==> src/rtl/cell_comm_fa_packet_tx.sv <==
// ============================================================================
// cell_comm_fa_packet_tx : per-FA-cycle BPM frame builder into Aurora AXIS TX.
// Optional macro CELL_COMM_TX_SEQNUM_EN appends a 16-bit sequence-number word.
// Revision: 1.0
// ============================================================================
`default_nettype none

module cell_comm_fa_packet_tx #(
  parameter int          FOFB_IDX_WIDTH = 9,
  parameter int          DATA_WIDTH     = 32,
  parameter logic [15:0] MAGIC          = 16'hA5BE
) (
  input  logic                      auroraUserClk,
  input  logic                      auroraUserReset,
  input  logic                      auroraChannelUp,
  input  logic                      faStrobe,
  input  logic                      fofbEnabled,
  input  logic [FOFB_IDX_WIDTH-1:0] fofbIndex,
  input  logic [DATA_WIDTH-1:0]     faX,
  input  logic [DATA_WIDTH-1:0]     faY,
  input  logic [DATA_WIDTH-1:0]     faS,
  output logic                      txTvalid,
  output logic                      txTlast,
  output logic [31:0]               txTdata,
  input  logic                      txTready,
  output logic                      txBusy,
  output logic [31:0]               sentCount,
  output logic [15:0]               overrunCount,
  output logic [15:0]               dropCount,
  output logic [15:0]               abortCount
);

  localparam logic [2:0] c_IDLE = 3'd0;
  localparam logic [2:0] c_HDR  = 3'd1;
  localparam logic [2:0] c_XW   = 3'd2;
  localparam logic [2:0] c_YW   = 3'd3;
  localparam logic [2:0] c_SW   = 3'd4;
  localparam logic [2:0] c_QW   = 3'd5;

`ifdef CELL_COMM_TX_SEQNUM_EN
  localparam logic [2:0] c_LAST = c_QW;
`else
  localparam logic [2:0] c_LAST = c_SW;
`endif

  logic [2:0]            r_state;
  logic [2:0]            w_stateNext;
  logic [31:0]           r_hdr;
  logic [DATA_WIDTH-1:0] r_faX;
  logic [DATA_WIDTH-1:0] r_faY;
  logic [DATA_WIDTH-1:0] r_faS;
  logic [8:0]            w_idxExt;
  logic                  w_idle;
  logic                  w_start;
  logic                  w_drop;
  logic                  w_overrun;
  logic                  w_abort;
  logic                  w_done;
`ifdef CELL_COMM_TX_SEQNUM_EN
  logic [15:0]           r_seq;
`endif

  assign w_idxExt  = 9'(fofbIndex);
  assign w_idle    = (r_state == c_IDLE);
  assign w_start   = w_idle && faStrobe && auroraChannelUp;
  assign w_drop    = w_idle && faStrobe && !auroraChannelUp;
  assign w_overrun = !w_idle && faStrobe;
  assign w_abort   = !w_idle && !auroraChannelUp;
  assign w_done    = (r_state == c_LAST) && auroraChannelUp && txTready;

  always_ff @(posedge auroraUserClk or posedge auroraUserReset) begin
    if (auroraUserReset) begin
      r_state <= c_IDLE;
    end else begin
      r_state <= w_stateNext;
    end
  end

  // Channel loss takes priority over any handshake, including the last beat.
  always_comb begin
    w_stateNext = r_state;
    if (w_idle) begin
      if (w_start) begin
        w_stateNext = c_HDR;
      end
    end else if (!auroraChannelUp) begin
      w_stateNext = c_IDLE;
    end else if (txTready) begin
      case (r_state)
        c_HDR:   w_stateNext = c_XW;
        c_XW:    w_stateNext = c_YW;
        c_YW:    w_stateNext = c_SW;
`ifdef CELL_COMM_TX_SEQNUM_EN
        c_SW:    w_stateNext = c_QW;
        c_QW:    w_stateNext = c_IDLE;
`else
        c_SW:    w_stateNext = c_IDLE;
`endif
        default: w_stateNext = c_IDLE;
      endcase
    end
  end

  always_comb begin
    txTvalid = !w_idle;
    txBusy   = !w_idle;
    txTlast  = (r_state == c_LAST);
    case (r_state)
      c_HDR:   txTdata = r_hdr;
      c_XW:    txTdata = r_faX;
      c_YW:    txTdata = r_faY;
      c_SW:    txTdata = r_faS;
`ifdef CELL_COMM_TX_SEQNUM_EN
      c_QW:    txTdata = {16'h0000, r_seq};
`endif
      default: txTdata = 32'h0000_0000;
    endcase
  end

  // Frame contents are captured once so mid-frame input changes cannot leak in.
  always_ff @(posedge auroraUserClk or posedge auroraUserReset) begin
    if (auroraUserReset) begin
      r_hdr <= 32'h0000_0000;
      r_faX <= '0;
      r_faY <= '0;
      r_faS <= '0;
    end else if (w_start) begin
      r_hdr <= {MAGIC, fofbEnabled, 6'b000000, w_idxExt};
      r_faX <= faX;
      r_faY <= faY;
      r_faS <= faS;
    end
  end

  always_ff @(posedge auroraUserClk or posedge auroraUserReset) begin
    if (auroraUserReset) begin
      sentCount    <= 32'h0000_0000;
      overrunCount <= 16'h0000;
      dropCount    <= 16'h0000;
      abortCount   <= 16'h0000;
    end else begin
      if (w_done) begin
        sentCount <= sentCount + 32'd1;
      end
      if (w_overrun && (overrunCount != 16'hFFFF)) begin
        overrunCount <= overrunCount + 16'd1;
      end
      if (w_drop && (dropCount != 16'hFFFF)) begin
        dropCount <= dropCount + 16'd1;
      end
      if (w_abort && (abortCount != 16'hFFFF)) begin
        abortCount <= abortCount + 16'd1;
      end
    end
  end

`ifdef CELL_COMM_TX_SEQNUM_EN
  always_ff @(posedge auroraUserClk or posedge auroraUserReset) begin
    if (auroraUserReset) begin
      r_seq <= 16'h0000;
    end else if (w_done) begin
      r_seq <= r_seq + 16'd1;
    end
  end
`endif

endmodule

`default_nettype wire
==> config.mk <==
export PLATFORM = sky130hd
export DESIGN_NAME = cell_comm_fa_packet_tx
export DESIGN_NICKNAME = d
export VERILOG_FILES = /design/src/rtl/cell_comm_fa_packet_tx.sv
export SDC_FILE = /design/constraint.sdc
export NUM_CORES = 1
export LEC_CHECK = 0
export ABC_AREA = 1
export BUFFER_PORTS_ARGS = -buffer_cell sky130_fd_sc_hd__buf_2
export CAP_MARGIN = 20
export CORE_MARGIN = 2
export CORE_UTILIZATION = 50
export CTS_BUF_LIST = sky130_fd_sc_hd__clkbuf_8
export DETAILED_ROUTE_END_ITERATION = 7
export GPL_TIMING_DRIVEN = 0
export PLACE_DENSITY_LB_ADDON = 0.15
export SETUP_SLACK_MARGIN = 0.5
export SLEW_MARGIN = 10
export SYNTH_ARGS = -nofsm -noshare
export SYNTH_HDL_FRONTEND = slang
export SYNTH_SLANG_ARGS = --single-unit
==> constraint.sdc <==
create_clock -name auroraUserClk -period 5.9 [get_ports auroraUserClk]
set_input_delay 1.18 -clock auroraUserClk [delete_from_list [all_inputs] [get_ports auroraUserClk]]
set_output_delay 1.18 -clock auroraUserClk [all_outputs]
set_load 0.01 [all_outputs]
# ---- Word-level counts from Yosys, hierarchy flattened
# Index checks and enable logic that the tools add are counted.
dict set report totals {
  elab_cells 42
  in_bits 111
  register_bits 190
  output_inout_bits 115
}
dict set report op_classes {
  muxes 6
  add_sub_neg 4
  n_eq_ne 9
  n_reduce_logical 14
}
# cell n
set op_table {}
lappend op_table {{32-bit case mux with 4 select lines} 1}
lappend op_table {{16-bit by 1-bit adder with 16-bit output, second input constant} 3}
lappend op_table {{16-bit != test, second input constant} 3}
lappend op_table {{32-bit by 1-bit adder with 32-bit output, second input constant} 1}
lappend op_table {{3-bit two-way mux} 4}
lappend op_table {{1-bit logical AND} 10}
lappend op_table {{3-bit case mux with 3 select lines} 1}
lappend op_table {{3-bit by 2-bit equality test with 1-bit output, second input constant} 2}
lappend op_table {{3-bit by 1-bit equality test with 1-bit output, second input constant} 1}
lappend op_table {{3-bit equality test, second input constant} 1}
lappend op_table {{3-bit logical NOT} 1}
lappend op_table {{3-bit by 1-bit != test with 1-bit output, second input constant} 1}
lappend op_table {{1-bit logical NOT} 2}
lappend op_table {{2-bit by 1-bit != test with 1-bit output, second input constant} 1}
lappend op_table {{2-bit AND reduction} 1}

# ---- Longest topological paths before layout
dict set report logic_depth {
  word_depth 5
  ltp_mapped 10
  depth_no_buf 9
}

# ---- Worst setup path before layout
# No wires, ideal clock.
dict set report synth_path {
  kind {register to output}
  from {reg r_state[0]}
  to {out txTdata[23]}
  stages_incl_launch_ff 7
  t_arrival_ns 1.298
  path_slack_ns 3.422
  n_path_buf 1
  t_required_ns 4.720
  cell_sequence {dfrtp_1 -> nor2_4 -> nand2_1 -> inv_1 -> clkbuf_1 -> nand2_1 -> o2111ai_1}
}
dict set report synth_between {
  elab_chain_cells 2
  elab_cells_between_ends 5
  classes_between {eq/ne (4); mux (1)}
}
# element line_no
set synth_rtl {}
lappend synth_rtl {{from (decl)} 46} ;# logic [2:0] r_state;
lappend synth_rtl {{from (signal assigned)} 73} ;# r_state <= c_IDLE;
lappend synth_rtl {{from (signal assigned)} 75} ;# r_state <= w_stateNext;
lappend synth_rtl {{3-bit equality test} --}
lappend synth_rtl {{net txTlast} 23} ;# output logic txTlast,
lappend synth_rtl {{32-bit case mux with 4 select lines} 108} ;# case (r_state)
lappend synth_rtl {{to (decl)} 24} ;# output logic [31:0] txTdata,
# The timed path passes the listed nets, and every way through them passes these cells.

# ---- Worst setup path in the final report
dict set report layout_path {
  from {reg r_state[2]}
  to {out txTdata[8]}
}
dict set report layout_between {
  elab_chain_cells 2
  elab_cells_between_ends 5
  classes_between {eq/ne (4); mux (1)}
}
# element line_no
set layout_rtl {}
lappend layout_rtl {{3-bit equality test (tied with other cells)} 108}
lappend layout_rtl {{32-bit case mux with 4 select lines *} 108}
# Every way passes the cells marked *; elsewhere a longest branch is shown, timed or not.

==> results.yml <==
yosys:
  synth-edff-count: 0
  synth_warnings: 0
  avgSynthCellArea_um2: 7.94
  async_flop_share_pct: 100
  synthFlopType: "dfrtp_1"
  synth_area_leaders: "dfrtp_1 (50%), nand2_1 (18%), inv_1 (5.7%)"
  synth-seq-cells: 190
  syn_nets: 1306
  ys_types: 37
  yosysSeqAreaShare_pct: 50.3
  yosys.area.top_type_share_pct: 50.3
  synth_area_leader_cell: "dfrtp_1"
  netlist_area_um2: 9460
  postSynthCellCount: 1191
route:
  vias: 8510
  postRouteAntennaNets: 0
  first_iter_violations: 364
  firstDrtPassIters: 6
  vias_per_cell: 5.04
  maxUsedRoutingLayer: "met5"
  wl_met2_mm: 11.4
  drc: 0
  dr_wl_met3_mm: 1.31
  wl_per_cell_um: 14.4
  m1WireLength_mm: 11.1
  wl_mm: 24.3
floorplan:
  start_util_pct: 50.7
  die_x_um: 142
  ioPinCount: 226
  dieArea_um2: 20000
  fp.dieH_um: 142
  coreArea_um2: 18600
  rows: 50
hold_path:
  hold_start: "r_hdr[17]$_DFFE_PP0P_"
  hold_path_depth: 1
  min_path_type: "register to register"
  min_to: "r_hdr[17]$_DFFE_PP0P_"
setup_path:
  crit_buf_inv: 3
  path_cells: "inv_1 > nand3_1 > clkbuf_1 > o221ai_1 > buf_2"
  r2r-end: "r_hdr[3]$_DFFE_PP0P_"
  slowest_delay_ns: 0.41
  crit_required_ns: 4.72
  reg2reg_depth: 7
  crit_arrival_ns: 2.40
  startpoint_type: "register"
  critical_path.endpoint_type: "output port"
  critPathTopFamily: "buffers and inverters"
  worst-path-max-fanout: 10
  worst_path_max_delay_cell: "clkbuf_1"
  reg2reg_from: "r_state[0]$_DFFE_PP0P_"
  crit_type: "register to output port"
  reg2reg_slack_ns: 4.04
final_layout:
  syn_to_final_growth_pct: 20.9
  final_nets: 1556
  fillers: 1731
  final_core_util_pct: 61.3
  drive_gt1_share_pct: 21.0
grt:
  grt_pass1_wl_mm: 39.7
  grt.overflow.total: 0
  gr-usage-all-layers_pct: 25.0
  grt_max_degree: 38
  antenna_found_initial: 2
  grt_pass1_vias: 8258
timing:
  rsz0062_at_grt: "false"
  tightest_slew_ns: 0.667
  slew_headroom_pct: 55.5
  max_freq_ghz: 0.280
  setup_viol: 0
  min_period_over_period_pct: 60.6
  tns_ns: 0
  final-max-slew-violation-count: 0
  skew_ns: 0.0142
  finalHoldViolations: 0
  period_minus_slack_ns: 3.58
clock_network:
  ctsResizeCount: 0
  postCtsSetupBuffers: 0
  clockRootBuffer: "clkbuf_8"
  cts_sinks: 190
  cts_tree: "built"
  cts_inserted_buffers: 17
  htreeDepth: 4
  cts_max_path_buffers: 2
  hold_buffers: 0
  insertion_delay_ns: 0.49
  path_clk_slew_ns: 0.10
power_and_ir_drop:
  leakagePower_nw: 5.88
  powerDensity_nw_per_um2: 380
  ir_drop_v: 0.000221
placement:
  dp_hpwl_mm: 18.6
  io_buffers: 225
  place_congestion: 0.876
status:
  status: "finished, final reports clean"
flow_run:
  maxCapViolCount: 0
## cell usage after synthesis, drive strengths merged, types with 4 or more instances
cell     instances
nand2          450
dfrtp          190
inv            147
o21ai           93
nor2            76
nand3           46
xnor2           35
nand4           27
buf             24
o221ai          22
clkbuf          16
xor2            16
nor3            12
o2111ai         10
o22ai           10
ha               4
nand3b           4
## report_power, final
part	leakage [nW]	total [mW]	internal, mW	switching (mW)
Clock	0.212	0.897	0.371	0.526
Combinational	3.21	1.54	0.566	0.976
Sequential	2.45	1.90	1.70	0.198
## logic make-up (layout without fill, tap and decap cells)
kind of cell	Yosys count	count (layout)	share of synthesized area, %
other	0	2	0
adder cells (fa/ha/maj)	4	4	0.529
AND/OR/NAND/NOR	620	620	27.3
XOR/XNOR	51	51	4.72
buffers and inverters	188	451	8.28
flip-flops	190	190	50.3
AO/OA/AOI/OAI	138	138	8.85
## final cells by class
class	instances	area (um^2)	area share, %
Sequential cell	190	4750	41.6
Multi-Input combinational cell	813	3920	34.3
Timing Repair Buffer	231	1250	11.0
Inverter	148	559	4.89
Tap cell	234	293	2.56
Clock buffer	18	248	2.17
Buffer	40	228	1.99
Clock inverter	14	171	1.50
Antenna cell	2	5.00	0.0438
## state kept, by name (all words and copies together) (netlist names)
register      cells
r_faS            32
r_faX            32
r_faY            32
sentCount        32
abortCount       16
dropCount        16
overrunCount     16
r_hdr            11
r_state           3
## worst max path at each step
stage	endpoint	cells after the start	slack [ns]	start
floorplan	abortCount[0]$_DFFE_PP0P_	1	2.27	auroraUserReset
global placement	r_faY[11]$_DFFE_PP0P_	2	1.02	auroraUserReset
detailed placement	txTdata[8]	5	2.87	r_state[2]$_DFFE_PP0P_
CTS	txTdata[8]	5	2.33	r_state[2]$_DFFE_PP0P_
global route	txTdata[8]	7	2.21	r_state[2]$_DFFE_PP0P_
finish	txTdata[8]	5	2.32	r_state[2]$_DFFE_PP0P_
## placed cells by master, fill, tap and decap left out, types with 3 or more instances in the layout
master	netlist	routed
dfrtp_1	190	190
o21ai_0	68	68
nand3b_1	4	4
o2111ai_1	10	10
nor3_1	10	10
o221ai_1	22	22
buf_2	8	233
o21ai_1	24	24
buf_12	0	5
clkbuf_8	0	18
nor2_4	5	5
buf_4	14	14
o22ai_1	10	10
nor2_1	70	70
nand3_1	44	44
nand4_1	27	27
clkinv_8	0	3
inv_1	144	143
inv_6	0	6
nand2_1	447	447
clkbuf_1	16	16
xnor2_1	35	35
xor2_1	16	16
ha_1	4	4
inv_2	3	3
## worst reg2reg max path, cell delays in order (launching register included)
cell,delay (ns)
dfrtp_1,0.45
nor2_4,0.17
nand2_4,0.10
inv_2,0.11
nand3_4,0.13
inv_2,0.18
clkbuf_1,0.42
o21ai_0,0.17
## through the flow
stage | area, um^2 | setup slack [ns] | hold WS, ns | power, mW | std cells
2_1_floorplan | 9460 | 2.27 | 0.440 | 2.89 | 1191
3_3_place_gp | 10900 | 1.02 | 0.461 | 3.42 | 1650
3_5_place_dp | 11000 | 2.87 | 0.465 | 3.47 | 1656
4_1_cts | 11400 | 2.33 | 0.489 | 4.37 | 1688
5_1_grt | 11400 | 2.21 | 0.505 | 4.64 | 1689
6_report | 11400 | 2.32 | 0.487 | 4.34 | 1690
## layer usage
metal / global-route usage, % / up-vias
li1: - / 4265
met1: 33.4 / 3960
met2: 41.6 / 244
met3: 4.29 / 39
met4: 8.37 / 2
met5: 0 / -
(Power assumes the default switching activity.)
